==> src/rtl/reaction_pkg.sv <==
// Shared types and constants for the reaction-time tester controller.
package reaction_pkg;

    typedef enum logic [2:0] {
        ST_IDLE  = 3'b000,
        ST_READY = 3'b001,
        ST_GO    = 3'b010,
        ST_MISS  = 3'b011,
        ST_HIT   = 3'b110
    } state_t;

    localparam int BCD_DIGITS = 6;
    localparam logic [4*BCD_DIGITS-1:0] BCD_MAX = 24'h999999;

    // Galois mask for x^16+x^14+x^13+x^11 in right-shift form.
    localparam logic [15:0] LFSR_POLY = 16'hB400;

    function automatic logic [15:0] lfsr_next(input logic [15:0] cur);
        return {1'b0, cur[15:1]} ^ (cur[0] ? LFSR_POLY : 16'h0000);
    endfunction

endpackage

==> src/rtl/bcd_counter.sv <==
// N-digit packed BCD counter with synchronous clear, increment and
// saturation at all nines.
module bcd_counter #(
    parameter int DIGITS = 6
) (
    input  logic                  clk,
    input  logic                  rst_n,
    input  logic                  clr,
    input  logic                  inc,
    output logic [4*DIGITS-1:0]   count
);

    logic [4*DIGITS-1:0] count_inc;
    logic                carry;
    logic                saturated;

    assign saturated = (count == {DIGITS{4'h9}});

    // Ripple a single carry up from the least significant digit.
    always_comb begin
        count_inc = count;
        carry     = 1'b1;
        for (int i = 0; i < DIGITS; i++) begin
            if (carry) begin
                if (count[4*i +: 4] == 4'h9) begin
                    count_inc[4*i +: 4] = 4'h0;
                end else begin
                    count_inc[4*i +: 4] = count[4*i +: 4] + 4'h1;
                    carry               = 1'b0;
                end
            end
        end
    end

    always_ff @(posedge clk or negedge rst_n) begin
        if (!rst_n) begin
            count <= '0;
        end else if (clr) begin
            count <= '0;
        end else if (inc && !saturated) begin
            count <= count_inc;
        end
    end

endmodule

==> src/rtl/reaction_ctrl.sv <==
// reaction_ctrl: round FSM, microsecond BCD timer and last/best scores.
// Define REACTION_TIMEOUT_EN to end a GO round as MISS once the timer saturates.
module reaction_ctrl
    import reaction_pkg::*;
#(
    parameter int          MIN_DELAY_MS = 1000,
    parameter int          RAND_BITS    = 10,
    parameter logic [15:0] LFSR_SEED    = 16'hACE1
) (
    input  logic                    i_clk,
    input  logic                    i_rst_n,
    input  logic                    i_btn,
    input  logic                    i_tick_us,
    input  logic                    i_bcdsel,
    output logic [2:0]              o_dst,
    output logic [4*BCD_DIGITS-1:0] o_bcd,
    output logic                    o_lit,
    output logic                    o_miss,
    output logic                    o_init
);

    localparam logic [11:0] DELAY_BASE = 12'(MIN_DELAY_MS);

    state_t                  state;
    state_t                  state_next;
    logic                    btn_q;
    logic                    press;
    logic [15:0]             lfsr;
    logic [9:0]              prescale;
    logic                    ms_tick;
    logic [11:0]             delay;
    logic [11:0]             delay_load;
    logic                    expired;
    logic                    load_delay;
    logic                    timer_clr;
    logic                    timer_inc;
    logic                    hit;
    logic [4*BCD_DIGITS-1:0] timer;
    logic [4*BCD_DIGITS-1:0] last;
    logic [4*BCD_DIGITS-1:0] best;

    assign press      = i_btn & ~btn_q;
    assign ms_tick    = i_tick_us && (prescale == 10'd999);
    assign delay_load = DELAY_BASE + 12'(lfsr[RAND_BITS-1:0]);
    assign expired    = (delay == 12'd0) || (ms_tick && (delay == 12'd1));
    assign timer_inc  = (state == ST_GO) && i_tick_us;

    always_ff @(posedge i_clk or negedge i_rst_n) begin
        if (!i_rst_n) begin
            state <= ST_IDLE;
            btn_q <= 1'b0;
            lfsr  <= LFSR_SEED;
        end else begin
            state <= state_next;
            btn_q <= i_btn;
            lfsr  <= lfsr_next(lfsr);
        end
    end

    // A press always beats a same-cycle delay expiry in READY.
    always_comb begin
        state_next = state;
        load_delay = 1'b0;
        timer_clr  = 1'b0;
        hit        = 1'b0;
        case (state)
            ST_IDLE, ST_MISS, ST_HIT: begin
                if (press) begin
                    state_next = ST_READY;
                    load_delay = 1'b1;
                end
            end
            ST_READY: begin
                if (press) begin
                    state_next = ST_MISS;
                end else if (expired) begin
                    state_next = ST_GO;
                    timer_clr  = 1'b1;
                end
            end
            ST_GO: begin
                if (press) begin
                    state_next = ST_HIT;
                    hit        = 1'b1;
                end
`ifdef REACTION_TIMEOUT_EN
                else if (timer == BCD_MAX) begin
                    state_next = ST_MISS;
                end
`endif
            end
            default: state_next = ST_IDLE;
        endcase
    end

    always_ff @(posedge i_clk or negedge i_rst_n) begin
        if (!i_rst_n) begin
            prescale <= '0;
        end else if (state_next != state) begin
            prescale <= '0;
        end else if (i_tick_us) begin
            prescale <= (prescale == 10'd999) ? 10'd0 : prescale + 10'd1;
        end
    end

    always_ff @(posedge i_clk or negedge i_rst_n) begin
        if (!i_rst_n) begin
            delay <= '0;
        end else if (load_delay) begin
            delay <= delay_load;
        end else if ((state == ST_READY) && ms_tick && (delay != 12'd0)) begin
            delay <= delay - 12'd1;
        end
    end

    bcd_counter #(
        .DIGITS (BCD_DIGITS)
    ) u_timer (
        .clk   (i_clk),
        .rst_n (i_rst_n),
        .clr   (timer_clr),
        .inc   (timer_inc),
        .count (timer)
    );

    // Scores capture the pre-edge timer, ignoring any tick on the press cycle.
    always_ff @(posedge i_clk or negedge i_rst_n) begin
        if (!i_rst_n) begin
            last   <= '0;
            best   <= '0;
            o_init <= 1'b1;
        end else if (hit) begin
            last   <= timer;
            o_init <= 1'b0;
            if (o_init || (timer < best)) begin
                best <= timer;
            end
        end
    end

    assign o_dst  = state;
    assign o_lit  = (state == ST_GO);
    assign o_miss = (state == ST_MISS);
    assign o_bcd  = i_bcdsel ? best : last;

endmodule
==> config.mk <==
export PLATFORM = sky130hd
export DESIGN_NAME = reaction_ctrl
export DESIGN_NICKNAME = d
export VERILOG_FILES = /design/src/rtl/reaction_pkg.sv /design/src/rtl/bcd_counter.sv /design/src/rtl/reaction_ctrl.sv
export SDC_FILE = /design/constraint.sdc
export NUM_CORES = 1
export LEC_CHECK = 0
export CAP_MARGIN = 20
export CELL_PAD_IN_SITES_DETAIL_PLACEMENT = 2
export CELL_PAD_IN_SITES_GLOBAL_PLACEMENT = 2
export CORE_AREA = 2 2 122 124
export DETAILED_ROUTE_END_ITERATION = 10
export DIE_AREA = 0 0 124 126
export DONT_BUFFER_PORTS = 1
export PLACE_DENSITY_LB_ADDON = 0.3
export SYNTH_ARGS = -nofsm -noshare
export SYNTH_HDL_FRONTEND = slang
export SYNTH_HIERARCHICAL = 1
export SYNTH_SLANG_ARGS = --single-unit
==> constraint.sdc <==
create_clock -name i_clk -period 7.4 [get_ports i_clk]
set_input_delay 1.48 -clock i_clk [delete_from_list [all_inputs] [get_ports i_clk]]
set_output_delay 1.48 -clock i_clk [all_outputs]
set_load 0.02 [all_outputs]
**After elaboration in Yosys (flattened, before gate mapping)**

Index checks and enable logic that the tools add are counted.

- Flip-flop bits (word level): 115
- Bits in latches: 0
- RAM bits: 0
- Memory bits (read-only): 0
- Input port bits: 5
- Output and inout port bits: 30
- Logic and storage cells: 108
- Memories: 0

- Add/subtract/negate cells: 9
- Multiply operators: 0
- Divide/modulo/power cells: 0
- $lt $le $gt $ge: 1
- Equality and inequality tests: 14
- Shift operators: 0
- Multiplexer cells: 40
- Bitwise logic cells: 3
- Reductions and logical operators: 27

Operators with widths:

| operator | number |
|---|---|
| 24-bit 2-to-1 mux | 3 |
| 4-bit 2-to-1 mux | 11 |
| 10-bit 2-to-1 mux | 3 |
| 4-bit by 1-bit adder with 4-bit output (second input constant) | 6 |
| 24-bit == test (second input constant) | 1 |
| 4-bit == test (second input constant) | 6 |
| 24-bit < comparator | 1 |
| 12-bit 2-to-1 mux | 2 |
| 16-bit 2-to-1 mux | 1 |
| 2-bit nonzero test | 8 |
| 15-bit by 16-bit bitwise XOR with 16-bit output | 1 |
| 1-bit 2-to-1 mux | 15 |
| 12-bit by 1-bit == test with 1-bit output (second input constant) | 1 |
| 12-bit zero test | 1 |
| 3-bit 2-to-1 mux | 4 |
| 2-bit AND reduction | 6 |
| 12-bit nonzero test | 1 |
| 12-bit by 1-bit subtractor with 12-bit output (second input constant) | 1 |
| 10-bit by 10-bit adder with 11-bit output (first input constant) | 1 |
| 10-bit by 1-bit adder with 10-bit output (second input constant) | 1 |
| 10-bit == test (second input constant) | 1 |
| 3-bit one-hot mux with 3 select lines | 1 |
| 3-bit by 2-bit == test with 1-bit output (second input constant) | 2 |
| 1-bit logical AND | 6 |
| other kinds (9) | 10 |

**Longest topological paths before layout**

Gate-level depths: netlist (run 1).

- Word-level depth: 9
- Depth in mapped cells: 10

**Modules after synthesis**

Netlist (run 1), hierarchy kept.

Modules (own cells, without submodules):

| module | instances | cells an instance | area each (µm²) | seq. area each (µm²) |
|---|---|---|---|---|
| reaction_ctrl | 1 | 449 | 4788.3 | 2288.4 |
| bcd_counter | 1 | 167 | 1554.0 | 600.6 |

**Worst setup path after synthesis (run 1)**

OpenSTA, ideal clock, no wires.

- Path type: input port to output port
- Start: in i_bcdsel
- End: out o_bcd[10]
- Arrival time: 2.467 ns
- Data required time: 5.920 ns
- Slack: 3.453 ns
- Cell stages on the path: 3
- Buffers on the path: 2
- Path through: clkbuf_1 clkbuf_1 mux2_2

- Cells in the longest elaborated chain, start to end: 1

RTL lines:

| what | RTL line | RTL |
|---|---|---|
| start, declared | reaction_ctrl.sv:14 | `input logic i_bcdsel,` |
| 24-bit 2-to-1 mux | reaction_ctrl.sv:144 | `assign o_bcd = i_bcdsel ? best : last;` |
| end, declared | reaction_ctrl.sv:16 | `output logic [4*BCD_DIGITS-1:0] o_bcd,` |

No other way between the ends.

**Worst setup path in the final report (run 1)**

- Start: in i_btn
- End: reg best[8]

- Cells in the longest elaborated chain, start to end: 4

RTL lines:

| what | RTL line | RTL |
|---|---|---|
| start, declared | reaction_ctrl.sv:12 | `input logic i_btn,` |
| 1-bit bitwise AND | reaction_ctrl.sv:42 | `assign press = i_btn & ~btn_q;` |
| 1-bit 2-to-1 mux | reaction_ctrl.sv:82 | `if (press) begin` |
| 1-bit 2-to-1 mux | reaction_ctrl.sv:66 | `case (state)` |
| 2-bit AND reduction (no source line) | - |  |
| end signal, assigned | reaction_ctrl.sv:136 | `best <= timer;` |
| end, declared | reaction_ctrl.sv:40 | `logic [4*BCD_DIGITS-1:0] best;` |

No other way between the ends.
A chain may end at the register's enable or synchronous reset.

==> results by group, run 1 <==
Status
  • Status: completed

Floorplan
  • Core footprint: 14,300 µm²
  • Initial Util: 44.3%
  • Die H: 126 µm
  • Rows: 44
  • Die Wd: 124 µm
  • IO Pins: 35
  • Die area: 15,600 µm²

Placement
  • Dpl ws: 2.96 ns
  • DP Cell Count: 781
  • I/O Buffers: 0
  • Post-DP HPWL: 10,900 µm
  • Routability congestion estimate: 0.807

Global routing
  • GRT Util Overall: 23.4%
  • First-pass GRT wire length: 28,100 µm
  • M2 GR Usage: 41.1%
  • Met3 usage: 5.80%
  • Vias in the first global route: 5,325
  • Congestion Overflow GR: 0
  • Initial antenna violation count: 0
  • Gr busiest metal: met2
  • Largest net degree at the start of global routing: 116
  • GR Layer Usage met1: 28.0%

Synth
  • Mapped cell area: 6340 µm²
  • Synth area leaders: dfrtp_1 42%, ha_1 7.9%, nand2_1 5.5%
  • Most frequent cell after synthesis: dfrtp_1
  • Synthesized instance count: 616
  • Total of warnings raised by yosys: 6
  • Syn_nets: 661
  • Avg Inst Size Synth: 10.3 µm²
  • Cell variety after synth: 58
  • Largest area contributor in the netlist: dfrtp_1
  • Top FF cell, synth: dfrtp_1
  • Top cell type's share of synthesized area: 41.8%
  • Yosys reg bits: 115
  • Seq/Total Area, Yosys: 45.6%
  • Async SR Flop Fraction: 100%
  • Post-synth EDFFs: 0
  • Synth cell count leaders: 106 x dfrtp_1, 93 x nand2_1, 40 x ha_1, 37 x a21oi_1, 37 x inv_1

Clock tree
  • CTS Buffer Depth: 2
  • CTS resizes: 0
  • # Post-CTS Setup Buffers: 0
  • CTS Buf Count: 17
  • CTS sink cnt: 115
  • Root Driver: clkbuf_16
  • CTS tree: done
  • Cts hold-fix bufs: 0
  • H-tree depth: 4
  • Worst skew pair latency: 0.43 ns
  • Clk slew on worst S/H paths: 0.05 ns

Setup path
  • Reg2reg setup slack: 3.72 ns
  • Worst Setup SP: i_btn
  • Type of origin of the critical path: input port
  • Most Frequent Cell on Critical Path: buf_4
  • Crit path DAT: 4.32 ns
  • Crit Path Class: in -> reg
  • Slowest CP cell: a211oi_4
  • RR Startpoint: o_dst[0]
  • Required time of the critical path: 7.70 ns
  • Buf/Inv on CP: 2
  • Cells along the critical path: nor2b_1 > and2_1 > buf_4 > o21ai_0 > a211oi_4 > buf_4 > mux2_1
  • Crit. End Element: register
  • Top delay family on crit path: compound AO/OA/AOI/OAI gates
  • CP max stage delay: 0.79 ns
  • Crit-path max FO: 27

Timing
  • RSZ-0062 raised after global routing: false
  • Worst-Margin Slew: 1.04 ns
  • Final hold slack: 0.359 ns
  • Achievable clock frequency: 249 MHz
  • Setup TNS: 0 ns
  • Clock Skews: 0.00856 ns
  • Min Tclk post-route: 4.02 ns
  • Final max-slew violation count: 0
  • Setup violations, final: 0
  • Final hold vios: 0
  • Slew margin rel.: 30.2%
  • Period utilization: 54.4%
  • Setup ws final: 3.38 ns

Finish
  • Sequential Area: 2890 µm²
  • Non-Filler Instances: 813
  • Filler cell count: 1,491
  • Share of cells above drive strength 1: 15.4%
  • Final #Nets: 661
  • # diodes: 0
  • Area occupied by multi-input gates: 3170 µm²
  • Synth-to-Final Area Change: 11.6%

Detailed routing
  • Post-route ant nets: 0
  • Residual DRC: 0
  • Initial DRC count: 181
  • Vias/cell: 5.71
  • DR pass1 iterations: 4
  • Average wire per cell in the routed design: 20.9 µm
  • Detailed Route WL: 17,000 µm
  • DR vias: 4,643

Power
  • Maximum vdd drop: 173 µV
  • Leakage: 3.21 nW
  • Pwr Density: 232 nW/µm²
  • Tot Pwr: 0.00164 W

Min path
  • Hold path startpoint: lfsr[12]
  • Worst hold path class: reg -> reg

Job
  • Max-cap violations: 0
state kept, by name (all words and copies together), names as in the netlist:
| name | flops |
|---|---|
| btn_q | 1 |
| lfsr | 16 |
| best | 24 |
| o_init | 1 |
| prescale | 10 |
| o_dst | 3 |
| u_timer/count | 24 |
| last | 24 |
| delay | 12 |
logic make-up (layout without fill, tap and decap cells):
logic type	Yosys count	count (layout)	share of synthesized area, %
flip-flops	115	115	45.6
multiplexers	56	56	11.0
AO/OA/AOI/OAI	93	93	8.98
AND/OR/NAND/NOR	224	224	18.3
XOR/XNOR	28	28	3.87
adder cells (fa/ha/maj)	40	40	7.89
buffers and inverters	60	73	4.44
worst paths after layout:
path	cells past startpoint	end
worst max-delay path	7	best[8]
worst min-delay path	0	lfsr[11]
worst max register to register	8	best[8]
worst min register to register	0	lfsr[11]
max in group asynchronous	0	lfsr[0]
min in group asynchronous	0	best[14]
cells in the final DEF (no fill, tap or decap), drive strengths merged, types with 3 or more instances in the layout:
cell type  synthesis  layout
xnor2             10      10
dfrtp            106     106
mux2i              6       6
clkinvlp           0       4
a22oi              3       3
ha                40      40
o21ai             26      26
and3b              6       6
mux2              50      50
nand4             13      13
a31oi              3       3
nor3              10      10
nor4               5       5
dfstp              9       9
or4                5       5
nand4b             4       4
xor2              18      18
nand2b             8       8
nand3b             8       8
or3               13      13
nor2              27      27
a21o               3       3
clkinv             0       6
and2               4       4
a21oi             37      37
buf                9       4
clkbuf            14      18
o31ai              3       3
nand3             19      19
a211oi             6       6
nand2             93      93
nor2b              4       4
bufinv             0       4
inv               37      37
per-layer routing:
| layer | up-vias | wire (µm) |
|---|---|---|
| met3 | 24 | 514 |
| met4 | 0 | 271 |
| met5 | - | 0 |
| li1 | 2160 | - |
| met2 | 63 | 8970 |
| met1 | 2396 | 7220 |
through the flow:
stage,utilization (%),area (µm²)
final,49.4,7080
after global routing,49.4,7080
after floorplan,-,6340
after global placement,45.1,6460
after detailed placement,45.1,6460
after CTS,49.4,7080
report_power, final:
group	internal, W	switching [W]	leakage, nW	total, W
Combinational	0.0000408	0.0000514	1.41	0.0000921
Sequential	0.000650	0.0000333	1.50	0.000684
Clock	0.000560	0.000307	0.292	0.000867
Total	0.00125	0.000392	3.21	0.00164
layout make-up:
cell class,instances,share of cell area (%)
Tap cell,184,3.25
Timing Repair Buffer,4,0.424
Clock buffer,18,6.06
Inverter,37,1.96
Multi-Input combinational cell,441,44.8
Clock inverter,14,2.65
Sequential cell,115,40.8
No activity file was read; power rests on OpenSTA's default activity.
==> inputs of run 2 (changes only) <==
Settings changed: CORE_AREA 2 2 122 124 to 2 2 133 135, DIE_AREA 0 0 124 126 to 0 0 135 137.
Clock period 7.4 ns to 3.57 ns, I/O delays scaled along.
==> run 2 against run 1 <==
Against the previous run: routed wire length grew 0.45%; non-clock buffer count up 4; setup slack worse by 2.9 ns; via count is 0.75% lower; utilization fell by 7.5 points; largest cell class unchanged.
==> results by group, run 2 (synthesis results as in run 1) <==
Setup path
  • Required time of the critical path: 3.85 ns (-3.85 ns)
  • Crit path DAT: 3.42 ns (-0.90 ns)
  • Crit Path Class: reg -> reg
  • Crit-path max FO: 11 (-59%)
  • Crit. End Element: register
  • Type of origin of the critical path: register

Clock tree
  • H-tree depth: 4 (unchanged)
  • Worst skew pair latency: 0.42 ns (about the same)
  • CTS sink cnt: 115 (unchanged)
  • CTS Buf Count: 17 (unchanged)
  • CTS Buffer Depth: 2 (unchanged)
  • # Post-CTS Setup Buffers: 0 (unchanged)
  • CTS tree: done
  • Clk slew on worst S/H paths: 0.06 ns (about the same)
  • Root Driver: clkbuf_16

Power
  • P_sw: 0.000826 W (+110%)
  • Clock power share: 51.5% (-1.3 points)
  • Share of power burned in registers: 42.3% (+0.7 points)
  • Pwr Density: 468 nW/µm² (+100%)
  • Maximum vdd drop: 327 µV (+89%)
  • Leakage: 3.22 nW (+0.36%)
  • Switching share of power: 24.6% (+0.81 points)
  • P_int: 0.00252 W (+100%)
  • Gate power share: 6.2% (+0.6 points)

Status
  • Status: completed

Detailed routing
  • Detailed Route WL: 17,100 µm (+0.45%)
  • Vias/cell: 5.37 (-6.0%)
  • Initial DRC count: 132 (-27%)
  • Post-route ant nets: 0 (unchanged)
  • DR pass1 iterations: 4 (unchanged)
  • DR vias: 4,608 (-0.75%)
  • Residual DRC: 0 (unchanged)
  • Average wire per cell in the routed design: 19.9 µm (-4.8%)

Job
  • Max-cap violations: 0 (unchanged)

Finish
  • # diodes: 0 (unchanged)
  • Sequential Area: 2890 µm² (unchanged)
  • Final instance area: 7160 µm² (+1.2%)
  • Top flop regs: best x24, last x24, u_timer/count x24
  • Post-layout util: 42.0% (-7.5 points)
  • Filler cell count: 1,828 (+23%)
  • Commonest cells after routing, fill and taps aside: 106 x dfrtp_1, 93 x nand2_1, 40 x ha_1, 37 x inv_1, 37 x a21oi_1
  • Most common cell after layout, fill and taps aside: dfrtp_1
  • Share of cells above drive strength 1: 16.1% (+0.69 points)
  • Synth-to-Final Area Change: 12.9%
  • Final #Nets: 665 (+0.61%)
  • Area occupied by multi-input gates: 3180 µm² (+0.20%)

Timing
  • RSZ-0062 raised after global routing: false
  • Slew margin rel.: 32.3% (+2.1 points)
  • Final max-slew violation count: 0 (unchanged)
  • Final hold slack: 0.135 ns (-0.224 ns)
  • Setup TNS: 0 ns (unchanged)
  • Final hold vios: 0 (unchanged)
  • Achievable clock frequency: 319 MHz
  • Setup violations, final: 0 (unchanged)
  • Period utilization: 87.9%
  • Clock Skews: 0.0101 ns (+0.00153 ns)
  • Min Tclk post-route: 3.14 ns
  • Worst-Margin Slew: 1.01 ns (-0.0313 ns)

Placement
  • Post-DP HPWL: 11,200 µm (+2.6%)
  • I/O Buffers: 0 (unchanged)
  • Placed Instance Area: 6530 µm² (+1.1%)
  • Routability congestion estimate: 0.758 (-6.2%)

Global routing
  • Vias in the first global route: 5,240 (-1.6%)
  • Largest net degree at the start of global routing: 107 (-7.8%)
  • Initial antenna violation count: 0 (unchanged)
  • First-pass GRT wire length: 28,400 µm (+1.0%)
  • GRT Util Overall: 19.8% (-3.6 points)
  • Congestion Overflow GR: 0 (unchanged)

Floorplan
  • Die area: 18,500 µm² (+18%)
  • IO Pins: 35 (unchanged)
  • Initial Util: 37.2% (-7.1 points)
  • Rows: 48 (+9.1%)
  • Die Wd: 135 µm (+8.9%)
  • Core footprint: 17,100 µm² (+19%)
  • Die H: 137 µm (+8.7%)

Min path
  • Worst hold path class: in -> async
[run 2: cell types whose count changed in the layout (fill, tap and decap cells not counted)]
| cell | before | now |
|---|---|---|
| nor4b_1 | 1 | 0 |
| buf_4 | 4 | 7 |
| bufinv_16 | 4 | 3 |
| clkinv_4 | 2 | 1 |
| clkinvlp_4 | 4 | 6 |
| buf_16 | 0 | 1 |
| nor4b_2 | 0 | 1 |
[run 2: path summary, 6_finish.rpt]
| check | startpoint | endpoint | slack (ns) | cells after the start |
|---|---|---|---|---|
| setup reg to reg | prescale[0] | u_timer/count[15] | 0.43 | 9 |
| setup / recovery | prescale[0] | u_timer/count[15] | 0.43 | 9 |
| hold / removal | i_rst_n | lfsr[5] | 0.14 | 0 |
| min in group i_clk | i_btn | btn_q | 0.33 | 0 |
| max in group asynchronous | i_rst_n | u_timer/count[23] | 2.89 | 1 |
| hold reg to reg | lfsr[12] | lfsr[11] | 0.37 | 0 |
[run 2: through the flow]
step | cells | setup slack, ns | power, W
after floorplan | 616 | 0.909 | 0.00157
after global placement | 825 | 0.526 | 0.00161
after detailed placement | 825 | 0.325 | 0.00162
after CTS | 858 | 0.123 | 0.00339
after global routing | 858 | 0.168 | 0.00348
final | 858 | 0.431 | 0.00335
[run 2: worst max-delay path: stages, from the launching register on]
cell      delay [ns]
dfrtp_1         0.40
ha_1            0.24
nand4b_1        0.15
nor4b_2         0.47
a21oi_1         0.17
nor4_1          0.43
and3b_1         0.67
inv_1           0.19
o311ai_0        0.14
o21ai_0         0.15
[run 2: timing repair]
item	in CTS	in global routing
setup endpoints to repair	0	17
hold buffers	1	0
hold endpoints to repair	106	0
gates resized for setup	0	1
[run 2: power by group through the flow]
stage / registers (W) / logic (W) / clock network [W]
global placement: 0.00143 / 0.000173 / 0
floorplan: 0.00141 / 0.000157 / 0
detailed placement: 0.00144 / 0.000182 / 0
finish: 0.00142 / 0.000208 / 0.00173
CTS: 0.00142 / 0.000214 / 0.00176
global route: 0.00143 / 0.000239 / 0.00182
[run 2: area by class of cell]
type	instances	share of cell area [%]
clock inverters	14	2.29
flip-flops and latches	115	40.3
inverters	37	1.94
clock buffers	18	5.99
well taps	225	3.93
multi-input cells	441	44.4
repair buffers	8	1.12
[run 2: layer usage]
metal	track usage, %	share of wire, %	vias up
li1	-	-	2170
met1	24.6	44	2382
met2	35.0	52	43
met3	4.07	2.8	13
met4	5.56	1.0	0
met5	0	0	-
